--- config.mk ---
export PLATFORM = sky130hd
export DESIGN_NAME = sdram_arb_rr
export DESIGN_NICKNAME = d
export VERILOG_FILES = /design/src/rtl/sdram_arb_rr.sv
export SDC_FILE = /design/constraint.sdc
export NUM_CORES = 1
export LEC_CHECK = 0
export CAP_MARGIN = 25
export CORE_AREA = 2 2 104 106
export DETAILED_ROUTE_END_ITERATION = 6
export DIE_AREA = 0 0 106 108
export DONT_BUFFER_PORTS = 1
export PLACE_DENSITY_LB_ADDON = 0.3
export SKIP_LAST_GASP = 1
export SYNTH_ARGS = -nofsm -noshare
export SYNTH_HDL_FRONTEND = slang
export SYNTH_SLANG_ARGS = --single-unit
--- constraint.sdc ---
create_clock -name clk -period 2.4 [get_ports clk]
set_input_delay 0.24 -clock clk [delete_from_list [all_inputs] [get_ports clk]]
set_output_delay 0.24 -clock clk [all_outputs]
set_load 0.02 [all_outputs]
--- src/rtl/sdram_arb_rr.sv ---
// Round-robin arbiter with one optional high-priority channel, fronting a single SDRAM bridge.
// Define SDRAM_ARB_TIMEOUT_EN to add an ISSUE watchdog and the sticky timeout_err output.
module sdram_arb_rr #(
  parameter int NUM_CH      = 4,
  parameter int ADDR_W      = 25,
  parameter int DATA_W      = 16,
  parameter int HIPRI_CH    = 0,
  parameter int TIMEOUT_CYC = 1024,
  localparam int BE_W       = DATA_W / 8
) (
  input  logic                     clk,
  input  logic                     reset_n,
  input  logic [NUM_CH-1:0]        ch_read,
  input  logic [NUM_CH-1:0]        ch_write,
  input  logic [NUM_CH*ADDR_W-1:0] ch_addr,
  input  logic [NUM_CH*DATA_W-1:0] ch_wrdata,
  input  logic [NUM_CH*BE_W-1:0]   ch_be,
  output logic [NUM_CH-1:0]        ch_ack,
  output logic [DATA_W-1:0]        ch_rddata,
  output logic [ADDR_W-1:0]        br_addr,
  output logic [BE_W-1:0]          br_be,
  output logic                     br_read,
  output logic                     br_write,
  output logic [DATA_W-1:0]        br_wrdata,
  input  logic                     br_ack,
  input  logic [DATA_W-1:0]        br_rddata,
  output logic                     busy,
  output logic [NUM_CH-1:0]        grant
`ifdef SDRAM_ARB_TIMEOUT_EN
  ,
  output logic                     timeout_err
`endif
);

  localparam int          PTR_W     = $clog2(NUM_CH);
  localparam int unsigned NCH       = NUM_CH;
  localparam bit          HIPRI_EN  = (HIPRI_CH < NUM_CH);
  localparam int          HIPRI_IDX = HIPRI_EN ? HIPRI_CH : 0;

  if (NUM_CH < 2 || NUM_CH > 8 || HIPRI_CH < 0 || HIPRI_CH > NUM_CH || TIMEOUT_CYC < 2) begin : g_bad_param
    $error("sdram_arb_rr: parameter out of range");
  end

  typedef enum logic [1:0] {IDLE, ISSUE, DONE} state_t;

  state_t            state, state_nxt;
  logic [PTR_W-1:0]  rr_ptr;
  logic [PTR_W-1:0]  winner;
  logic [NUM_CH-1:0] req;
  logic [NUM_CH-1:0] win_oh;
  logic [31:0]       idx;
  logic              any_req;
  logic              hipri_win;
  logic              found;
  logic              wr_lat;
  logic              tmo;

  // Winner search: high-priority channel first, else first requester at or after rr_ptr.
  always_comb begin
    req       = ch_read | ch_write;
    any_req   = |req;
    hipri_win = HIPRI_EN && req[HIPRI_IDX];
    winner    = '0;
    found     = 1'b0;
    idx       = '0;
    if (hipri_win) begin
      winner = PTR_W'(HIPRI_IDX);
    end else begin
      for (int unsigned i = 0; i < NCH; i++) begin
        idx = (32'(rr_ptr) + i) % NCH;
        if (!found && req[idx[PTR_W-1:0]]) begin
          winner = idx[PTR_W-1:0];
          found  = 1'b1;
        end
      end
    end
    win_oh         = '0;
    win_oh[winner] = 1'b1;
  end

  always_ff @(posedge clk or negedge reset_n) begin
    if (!reset_n) state <= IDLE;
    else          state <= state_nxt;
  end

  always_comb begin
    state_nxt = state;
    case (state)
      IDLE:    if (any_req)       state_nxt = ISSUE;
      ISSUE:   if (br_ack || tmo) state_nxt = DONE;
      DONE:                       state_nxt = IDLE;
      default:                    state_nxt = IDLE;
    endcase
  end

  always_ff @(posedge clk or negedge reset_n) begin
    if (!reset_n) begin
      rr_ptr    <= '0;
      grant     <= '0;
      br_addr   <= '0;
      br_be     <= '0;
      br_wrdata <= '0;
      wr_lat    <= 1'b0;
      ch_rddata <= '0;
    end else begin
      case (state)
        IDLE: begin
          if (any_req) begin
            grant     <= win_oh;
            br_addr   <= ch_addr[winner*ADDR_W +: ADDR_W];
            br_be     <= ch_be[winner*BE_W +: BE_W];
            br_wrdata <= ch_wrdata[winner*DATA_W +: DATA_W];
            wr_lat    <= ch_write[winner];
            if (!hipri_win)
              rr_ptr <= (winner == PTR_W'(NUM_CH - 1)) ? '0 : winner + 1'b1;
          end
        end
        ISSUE: begin
          if (br_ack) begin
            if (!wr_lat) ch_rddata <= br_rddata;
          end else if (tmo) begin
            ch_rddata <= '0;
          end
        end
        DONE:    grant <= '0;
        default: grant <= '0;
      endcase
    end
  end

  always_comb begin
    br_read  = (state == ISSUE) && !wr_lat;
    br_write = (state == ISSUE) && wr_lat;
    busy     = (state != IDLE);
    ch_ack   = (state == DONE) ? grant : '0;
  end

`ifdef SDRAM_ARB_TIMEOUT_EN
  localparam int CNT_W = $clog2(TIMEOUT_CYC + 1);

  logic [CNT_W-1:0] tmo_cnt;

  always_comb begin
    tmo = (state == ISSUE) && !br_ack && (tmo_cnt == CNT_W'(TIMEOUT_CYC - 1));
  end

  // Counter restarts whenever the state changes, so it measures cycles spent in this ISSUE only.
  always_ff @(posedge clk or negedge reset_n) begin
    if (!reset_n) begin
      tmo_cnt     <= '0;
      timeout_err <= 1'b0;
    end else begin
      if (state != ISSUE || state_nxt != state) tmo_cnt <= '0;
      else                                      tmo_cnt <= tmo_cnt + 1'b1;
      if (tmo) timeout_err <= 1'b1;
    end
  end
`else
  always_comb begin
    tmo = 1'b0;
  end
`endif

endmodule

==> flow_metrics.py, run 1 <==
metrics = {
    "status": {
        "outcome": "finished clean",
    },
    "yosys": {
        "synth-seq-cells": 68,
        "yosysSeqAreaShare_pct": 35.56,
        "syn_area_sq_um": 4786,
        "mappedNetlistNets": 653,
        "synth_cell_types": 44,
        "syn_inst": 450,
        "yosysWarnings": 0,
        "synth_edf_count": 0,
        "ys.flop_type": "dfrtp_1",
        "synth_area_per_cell_sq_um": 10.64,
        "synthArstFlopShare_pct": 100.0,
    },
    "drt": {
        "dr.pass1.iters": 4,
        "postRouteAntennaNets": 0,
        "drc": 0,
        "drtIter0Drc": 221,
        "drt-total-wl_um": 14290,
        "vias": 3781,
        "via_per_inst": 6.474,
        "wl_per_cell_um": 24.47,
    },
    "critical_path": {
        "crit_arrival_ps": 2230,
        "path_class": "register to register",
        "cp_slowest_cell": "dfrtp_1",
        "critPathMaxStageDelay_ps": 420,
        "path_cells": "inv_1 > o31ai_4 > nor2_8 > inv_8 > buf_4 > mux2i_1 > a211oi_2",
        "end_kind": "register",
        "path_max_fanout": 33,
        "worst-r2r-setup-slack_ps": 390,
        "path_buf_inv": 3,
        "startpoint_type": "register",
        "path_delay_family": "buffers and inverters",
        "worstPathRequired_ps": 2620,
    },
    "clock_network": {
        "numCtsBuffers": 9,
        "clk_latency_ps": 360,
        "numClockSinks": 68,
        "clockBufferDepth": 2,
        "h-tree-depth": 3,
        "cts_tree": "built",
        "post_cts_buffers": 0,
        "cts_root_buffer": "clkbuf_8",
        "postCtsResizedCells": 0,
        "clk_pin_slew_ps": 90,
    },
    "floorplanning": {
        "core_area_sq_um": 10230,
        "io-pin-count": 269,
        "dieWidth_um": 106,
        "dieArea_sq_um": 11450,
        "rows": 37,
        "die_y_um": 108,
        "start_util_pct": 46.78,
    },
    "placement": {
        "post_dp_cell_area_sq_um": 4822,
        "dp_cells": 558,
        "dpl_worst_slack_ps": 397.4,
        "dp_hpwl_um": 9802,
        "port_buffers": 0,
        "gp_congestion": 0.8680,
    },
    "sta": {
        "min_period_over_period_pct": 83.79,
        "maxSlewViolCount": 0,
        "clock.fmax_mhz": 497.3,
        "grt_setup_unrepaired": "no",
        "tns_ps": 0,
        "min_period_ps": 2011,
        "setup_ws_ps": 389.1,
        "slew_headroom_pct": 54.14,
        "setup_viol": 0,
        "worstMarginPinSlew_ps": 681.7,
        "fin_skew_ps": 10.21,
        "finalHoldViolations": 0,
    },
    "final_layout": {
        "areaGrowthSynthToFinish_pct": 6.902,
        "final_cell_area_sq_um": 5116,
        "fin_cells": 584,
        "layout_common_cells": "68 x dfrtp_1, 53 x nor2_1, 48 x mux2i_1",
        "layout_commonest_cell": "dfrtp_1",
        "nets": 646,
        "antennaDiodeCount": 0,
        "drive_gt1_share_pct": 27.90,
    },
    "global_routing": {
        "grt_max_degree": 69,
        "grt_pass1_vias": 3924,
        "track_usage_pct": 24.49,
        "grt_pass1_wl_um": 21550,
        "grt_antenna_before_repair": 0,
        "grt.overflow.total": 0,
    },
    "pwr": {
        "p_leak_uw": 0.002013,
        "total_power_uw": 5896,
        "ir_drop_v": 0.0006082,
        "powerDensity_nw_per_um2": 1152,
    },
    "run": {
        "drv_cap": 0,
    },
    "hold_path": {
        "holdCritPathClass": "input pin to register",
    },
}
through the flow:
stage,utilization (%),hold WS [ps]
final,50.01,15.94
after global routing,50.01,0.4542
after CTS,49.81,1.948
after detailed placement,47.13,-54.05
after global placement,47.13,-54.00
after floorplan,-,-55.59
area by class of cell:
type / count / area (sq um)
Fill cell: 938 / 5115
Multi-Input combinational cell: 328 / 2761
Sequential cell: 68 / 1702
Timing Repair Buffer: 29 / 272.8
Tap cell: 136 / 170.2
Clock buffer: 10 / 127.6
Clock inverter: 6 / 48.80
Inverter: 7 / 33.78
registers in the layout, summed over array words and instances, names as in the netlist:
name,cells
wr_lat,1
br_addr,25
br_wrdata,16
rr_ptr,2
br_be,2
ch_rddata,16
grant,4
state,2
per-layer routing:
layer | part of all wire, % | vias up | global-route usage, %
li1 | - | 1699 | -
met1 | 39 | 1893 | 27.96
met2 | 52 | 170 | 43.82
met3 | 7.3 | 19 | 6.872
met4 | 1.9 | 0 | 9.117
met5 | 0 | - | 0
path summary, 6_finish.rpt:
| check | startpoint | cells past startpoint | endpoint |
|---|---|---|---|
| worst max-delay path | rr_ptr[1]$_DFFE_PN0P_ | 7 | br_wrdata[14]$_DFFE_PN0P_ |
| worst min-delay path | br_rddata[6] | 1 | ch_rddata[6]$_DFFE_PN0P_ |
| worst max register to register | rr_ptr[1]$_DFFE_PN0P_ | 7 | br_wrdata[14]$_DFFE_PN0P_ |
| worst min register to register | state[1]$_DFFE_PN0P_ | 1 | grant[3]$_DFFE_PN0P_ |
| max in group asynchronous | reset_n | 2 | br_addr[10]$_DFFE_PN0P_ |
| min in group asynchronous | reset_n | 2 | br_addr[15]$_DFFE_PN0P_ |
repair_timing:
action,in CTS,in global routing
endpoints found under the hold margin,74,2
setup endpoints to repair,0,0
hold buffers,8,2
report_power, final:
part	leakage, uW	internal [uW]	switching [uW]
clock	0.0000795	384	508
sequential	0.000777	1700	1070
combinational	0.00116	913	1330
total	0.00201	2990	2900
logic make-up after synthesis:
group                    synth area share (%)
AO/OA/AOI/OAI                           30.61
multiplexers                            14.04
buffers and inverters                   7.425
flip-flops                              35.56
AND/OR/NAND/NOR                         11.32
adder cells (fa/ha/maj)                 1.046
cell usage after synthesis (4+ instances only):
cell type	number	area (sq um)
dfrtp_1	68	1702
o31ai_1	13	97.59
inv_1	6	22.52
nor2_1	53	198.9
mux2_1	11	123.9
and2_1	5	31.28
buf_2	14	70.07
nor3_1	44	220.2
ha_1	4	50.05
mux2i_1	48	480.5
clkbuf_1	19	71.32
o31ai_2	30	375.4
mux2_2	6	67.56
o211ai_1	43	322.8
buf_12	5	100.1
a211oi_2	43	538.0
Power figures use the tool's default switching activity.
==> run 2: changes to the inputs <==
clock period = 2 ns   (was 2.4 ns; I/O delays follow)
==> flow_metrics.py, run 2 (same netlist as run 1, synthesis figures left out) <==
metrics = {
    "drt": {
        "dr.pass1.iters": 4,
        "vias": 3904,
        "postRouteAntennaNets": 0,
        "drt-total-wl_um": 14130,
        "drtIter0Drc": 206,
        "drc": 0,
        "wl_per_cell_um": 23.36,
        "via_per_inst": 6.453,
    },
    "sta": {
        "finalHoldViolations": 0,
        "min_period_over_period_pct": 95.23,
        "tns_ps": 0,
        "slew_headroom_pct": 50.16,
        "clock.fmax_mhz": 525.0,
        "fin_skew_ps": 7.950,
        "setup_viol": 0,
        "maxSlewViolCount": 0,
        "min_period_ps": 1905,
        "grt_setup_unrepaired": "yes",
        "worstMarginPinSlew_ps": 740.8,
    },
    "final_layout": {
        "final_cell_area_sq_um": 5343,
        "top_register": "br_addr",
        "drive_gt1_share_pct": 29.64,
        "multi_input_area_sq_um": 2766,
        "fill_cells": 895,
        "antennaDiodeCount": 0,
        "reg.largest.list": "br_addr: 25 flops, br_wrdata: 16 flops, ch_rddata: 16 flops",
        "areaGrowthSynthToFinish_pct": 11.63,
        "regArea_sq_um": 1702,
        "nets": 667,
        "layout_commonest_cell": "dfrtp_1",
        "largest_reg_flops": 25,
        "layout_common_cells": "68 x dfrtp_1, 53 x nor2_1, 48 x mux2i_1",
    },
    "global_routing": {
        "track_usage_pct": 23.83,
        "grt_antenna_before_repair": 0,
        "grt.overflow.total": 0,
        "grt_pass1_wl_um": 21070,
        "grt_pass1_vias": 3965,
        "grt_max_degree": 69,
    },
    "critical_path": {
        "path_max_fanout": 31,
        "startpoint_type": "register",
        "worst-r2r-setup-slack_ps": 100,
        "path_class": "register to register",
        "startpoint": "state[1]$_DFFE_PN0P_",
        "crit-reg2reg-launch": "state[1]$_DFFE_PN0P_",
        "reg2regPathDepth": 6,
        "r2r-end": "br_wrdata[4]$_DFFE_PN0P_",
        "worstPathRequired_ps": 2230,
        "end_kind": "register",
        "crit_arrival_ps": 2140,
    },
    "clock_network": {
        "clockBufferDepth": 2,
        "numClockSinks": 68,
        "numCtsBuffers": 9,
        "cts_root_buffer": "clkbuf_8",
        "clk_pin_slew_ps": 80,
        "post_cts_buffers": 0,
        "h-tree-depth": 3,
        "cts_tree": "built",
        "clk_latency_ps": 360,
    },
    "placement": {
        "gp_congestion": 0.8628,
        "port_buffers": 0,
        "post_dp_cell_area_sq_um": 4925,
        "dp_hpwl_um": 9874,
    },
    "floorplanning": {
        "io-pin-count": 269,
        "die_y_um": 108,
        "core_area_sq_um": 10230,
        "dieArea_sq_um": 11450,
        "rows": 37,
        "dieWidth_um": 106,
        "start_util_pct": 46.78,
    },
    "pwr": {
        "p_switching_uw": 3504,
        "sw_frac_of_total_pct": 47.82,
        "powerDensity_nw_per_um2": 1372,
        "clockPowerShare_pct": 16.6,
        "combPwrFrac_pct": 38.3,
        "ir_drop_v": 0.0005845,
        "internal-power_uw": 3823,
        "p_seq_share_pct": 45.1,
        "p_leak_uw": 0.002136,
    },
    "hold_path": {
        "hold_start": "ch_write[2]",
        "holdCritPathClass": "input pin to register",
        "min_path_cells": 2,
        "hold_path_end": "wr_lat$_DFFE_PN0P_",
    },
    "status": {
        "outcome": "finished clean",
    },
    "run": {
        "drv_cap": 0,
    },
}
## run 2: worst max-delay path by stage
| stage | to | depth (start not counted) |
|---|---|---|
| final | br_wrdata[4]$_DFFE_PN0P_ | 6 |
| after global routing | br_addr[5]$_DFFE_PN0P_ | 6 |
| after CTS | br_wrdata[4]$_DFFE_PN0P_ | 6 |
| after detailed placement | br_wrdata[4]$_DFFE_PN0P_ | 6 |
| after global placement | br_addr[1]$_DFFE_PN0P_ | 6 |
| after floorplan | rr_ptr[1]$_DFFE_PN0P_ | 6 |
## run 2: final cells by class
cell class	instances	share of cell area (%)
Inverter	7	0.6323
Multi-Input combinational cell	328	51.78
Tap cell	136	3.185
Timing Repair Buffer	50	8.712
Clock inverter	7	1.522
Clock buffer	9	2.319
Sequential cell	68	31.85
## run 2: worst max-delay path: stages, from the launching register on
cell,delay [ps]
dfrtp_1,390
or4_2,690
buf_12,210
nor3_1,170
o211ai_1,150
o31ai_2,100
a211oi_2,60
## run 2: timing repair
action                     CTS  global route
setup endpoints to repair    0             1
hold endpoints to repair    86             0
resized for setup            0             1
hold buffers                19             0
## run 2: power by group through the flow
| stage | clock network [uW] | registers (uW) | logic [uW] |
|---|---|---|---|
| after CTS | 1240 | 3310 | 2820 |
| after detailed placement | 0 | 3330 | 2760 |
| after global routing | 1300 | 3370 | 3060 |
| after global placement | 0 | 3320 | 2680 |
| after floorplan | 0 | 3170 | 2190 |
| final | 1220 | 3300 | 2810 |
## run 2: metrics by stage
step / instances / util, % / setup slack [ps] / total power [uW] / hold slack (ps)
after floorplan: 450 / - / 106.3 / 5365 / -95.59
final: 605 / 52.22 / 95.36 / 7327 / 31.38
after CTS: 605 / 52.17 / 103.5 / 7368 / 27.27
after detailed placement: 570 / 48.14 / 129.2 / 6087 / -93.89
after global placement: 570 / 48.14 / 155.9 / 6001 / -94.00
after global routing: 605 / 52.22 / -6.265 / 7741 / 48.74
## run 2: per-layer routing
metal / GRT usage, % / vias up / wire length [um]
li1: - / 1738 / -
met1: 27.76 / 1918 / 5364
met2: 40.78 / 223 / 7214
met3: 8.620 / 25 / 1316
met4: 8.271 / 0 / 238
met5: 0 / - / 0
==> run 3: changes to the inputs <==
RECOVER_POWER = 100   (was not set)
==> flow_metrics.py, run 3 (same netlist as run 1, synthesis figures left out) <==
metrics = {
    "sta": {
        "maxSlewViolCount": 0,
        "clock.fmax_mhz": 526.7,
        "setup_viol": 0,
        "setup_ws_ps": 101.4,
        "min_period_ps": 1899,
        "slew_headroom_pct": 35.21,
        "worstMarginPinSlew_ps": 971.9,
        "finalHoldViolations": 0,
        "grt_setup_unrepaired": "yes",
        "fin_skew_ps": 9.285,
        "min_period_over_period_pct": 94.93,
    },
    "hold_path": {
        "hold_path_end": "wr_lat$_DFFE_PN0P_",
        "holdCritPathClass": "input pin to register",
        "hold_start": "ch_write[2]",
        "min_path_cells": 2,
    },
    "final_layout": {
        "nets": 667,
        "layout_common_cells": "68 x dfrtp_1, 53 x nor2_1, 48 x mux2i_1",
        "reg.largest.list": "br_addr: 25 flops, br_wrdata: 16 flops, ch_rddata: 16 flops",
        "fin_cells": 605,
        "drive_gt1_share_pct": 29.21,
        "final_util_pct": 51.95,
        "largest_reg_flops": 25,
        "antennaDiodeCount": 0,
        "fill_cells": 899,
        "top_register": "br_addr",
        "layout_commonest_cell": "dfrtp_1",
        "areaGrowthSynthToFinish_pct": 11.06,
    },
    "floorplanning": {
        "rows": 37,
        "start_util_pct": 46.78,
        "dieWidth_um": 106,
        "die_y_um": 108,
        "core_area_sq_um": 10230,
        "io-pin-count": 269,
        "dieArea_sq_um": 11450,
    },
    "global_routing": {
        "met2_usage_pct": 40.78,
        "grt_pass1_wl_um": 21070,
        "grt.overflow.total": 0,
        "grt_pass1_vias": 3965,
        "grt_antenna_before_repair": 0,
        "met1_usage_pct": 27.76,
        "grt_max_degree": 69,
        "top_usage_layer": "met2",
        "track_usage_pct": 23.83,
        "use_met3_pct": 8.620,
    },
    "pwr": {
        "powerDensity_nw_per_um2": 1375,
        "total_power_uw": 7308,
        "ir_drop_v": 0.0005833,
        "p_leak_uw": 0.002123,
    },
    "clock_network": {
        "clk_latency_ps": 360,
        "numClockSinks": 68,
        "clk_pin_slew_ps": 90,
        "cts_root_buffer": "clkbuf_8",
        "clockBufferDepth": 2,
        "numCtsBuffers": 9,
        "h-tree-depth": 3,
        "post_cts_buffers": 0,
        "cts_tree": "built",
    },
    "drt": {
        "wl_per_cell_um": 23.23,
        "drt-total-wl_um": 14060,
        "dr.pass1.iters": 4,
        "via_per_inst": 6.445,
        "postRouteAntennaNets": 0,
        "drtIter0Drc": 209,
        "drc": 0,
        "vias": 3899,
    },
    "critical_path": {
        "crit_arrival_ps": 2140,
        "r2r-end": "br_addr[1]$_DFFE_PN0P_",
        "startpoint_type": "register",
        "crit-reg2reg-launch": "state[1]$_DFFE_PN0P_",
        "end_kind": "register",
        "worst-r2r-setup-slack_ps": 100,
        "worstPathRequired_ps": 2240,
        "path_cells": "or4_2 > buf_12 > nor3_1 > o211ai_1 > o31ai_2 > a211oi_2",
        "cp_slowest_cell": "or4_2",
        "path_class": "register to register",
        "path_max_fanout": 31,
        "critPathMaxStageDelay_ps": 690,
        "reg2regPathDepth": 6,
    },
    "placement": {
        "dp_hpwl_um": 9874,
        "port_buffers": 0,
        "gp_congestion": 0.8628,
        "dp_cells": 570,
        "dpl_worst_slack_ps": 129.2,
    },
    "run": {
        "drv_cap": 0,
    },
    "status": {
        "outcome": "finished clean",
    },
}
[run 3: cell types whose count changed in the layout (fill, tap and decap cells not counted)]
cell / change
clkbuf_2: +1
nor3_1: +1
o21ba_1: +1
or2_1: -1
o21ba_2: -1
buf_4: -1
and2_1: -5
nor3_2: -1
buf_16: -1
and2_0: +5
or2_0: +1
clkbuf_4: +1
[run 3: per-stage QoR]
| stage | hold WS [ps] | setup TNS [ps] | area (sq um) |
|---|---|---|---|
| final | 30.73 | 0 | 5315 |
| after global routing | 48.74 | -6.265 | 5315 |
| after CTS | 27.27 | 0 | 5338 |
| after detailed placement | -93.89 | 0 | 4925 |
| after global placement | -94.00 | 0 | 4925 |
| after floorplan | -95.59 | 0 | 4786 |
[run 3: worst max-delay path, delay by kind of cell, from the launching register on]
kind	cells	cell delay (ps)
flops	1	390
buf+inv	1	210
compound gates	3	290
simple gates	2	870
[run 3: metal layers]
layer	part of all wire [%]	vias to the layer above
met5	0	-
met4	1.9	0
met3	9.4	29
met2	51	232
met1	38	1904
li1	-	1734
[run 3: final cells by class]
| type | count | area, sq um | area share, % |
|---|---|---|---|
| Multi-Input combinational cell | 328 | 2761 | 51.95 |
| Sequential cell | 68 | 1702 | 32.02 |
| Timing Repair Buffer | 50 | 442.9 | 8.333 |
| Tap cell | 136 | 170.2 | 3.202 |
| Clock buffer | 9 | 123.9 | 2.331 |
| Clock inverter | 7 | 81.33 | 1.530 |
| Inverter | 7 | 33.78 | 0.6356 |
[run 3: where the power goes]
group	internal [uW]	switching [uW]	total [uW]	leakage, uW
Combinational	1180	1610	2790	0.00125
Clock	593	623	1220	0.000101
Sequential	2040	1260	3300	0.000777
[run 3: how the worst max path moves through the flow]
stage                     startpoint                  endpoint  slack, ps
2_1_floorplan  rr_ptr[0]$_DFFE_PN0P_     rr_ptr[1]$_DFFE_PN0P_        110
3_3_place_gp    state[1]$_DFFE_PN0P_    br_addr[1]$_DFFE_PN0P_        160
3_5_place_dp    state[1]$_DFFE_PN0P_  br_wrdata[4]$_DFFE_PN0P_        130
4_1_cts         state[1]$_DFFE_PN0P_  br_wrdata[4]$_DFFE_PN0P_        100
5_1_grt         state[1]$_DFFE_PN0P_    br_addr[5]$_DFFE_PN0P_         -6
6_report        state[1]$_DFFE_PN0P_    br_addr[1]$_DFFE_PN0P_        100
[run 3: timing repair]
action                                  in CTS  in global routing
hold buffers                                19                  0
resized for setup                            0                  1
hold endpoints to repair                    86                  0
endpoints found under the setup margin       0                  1
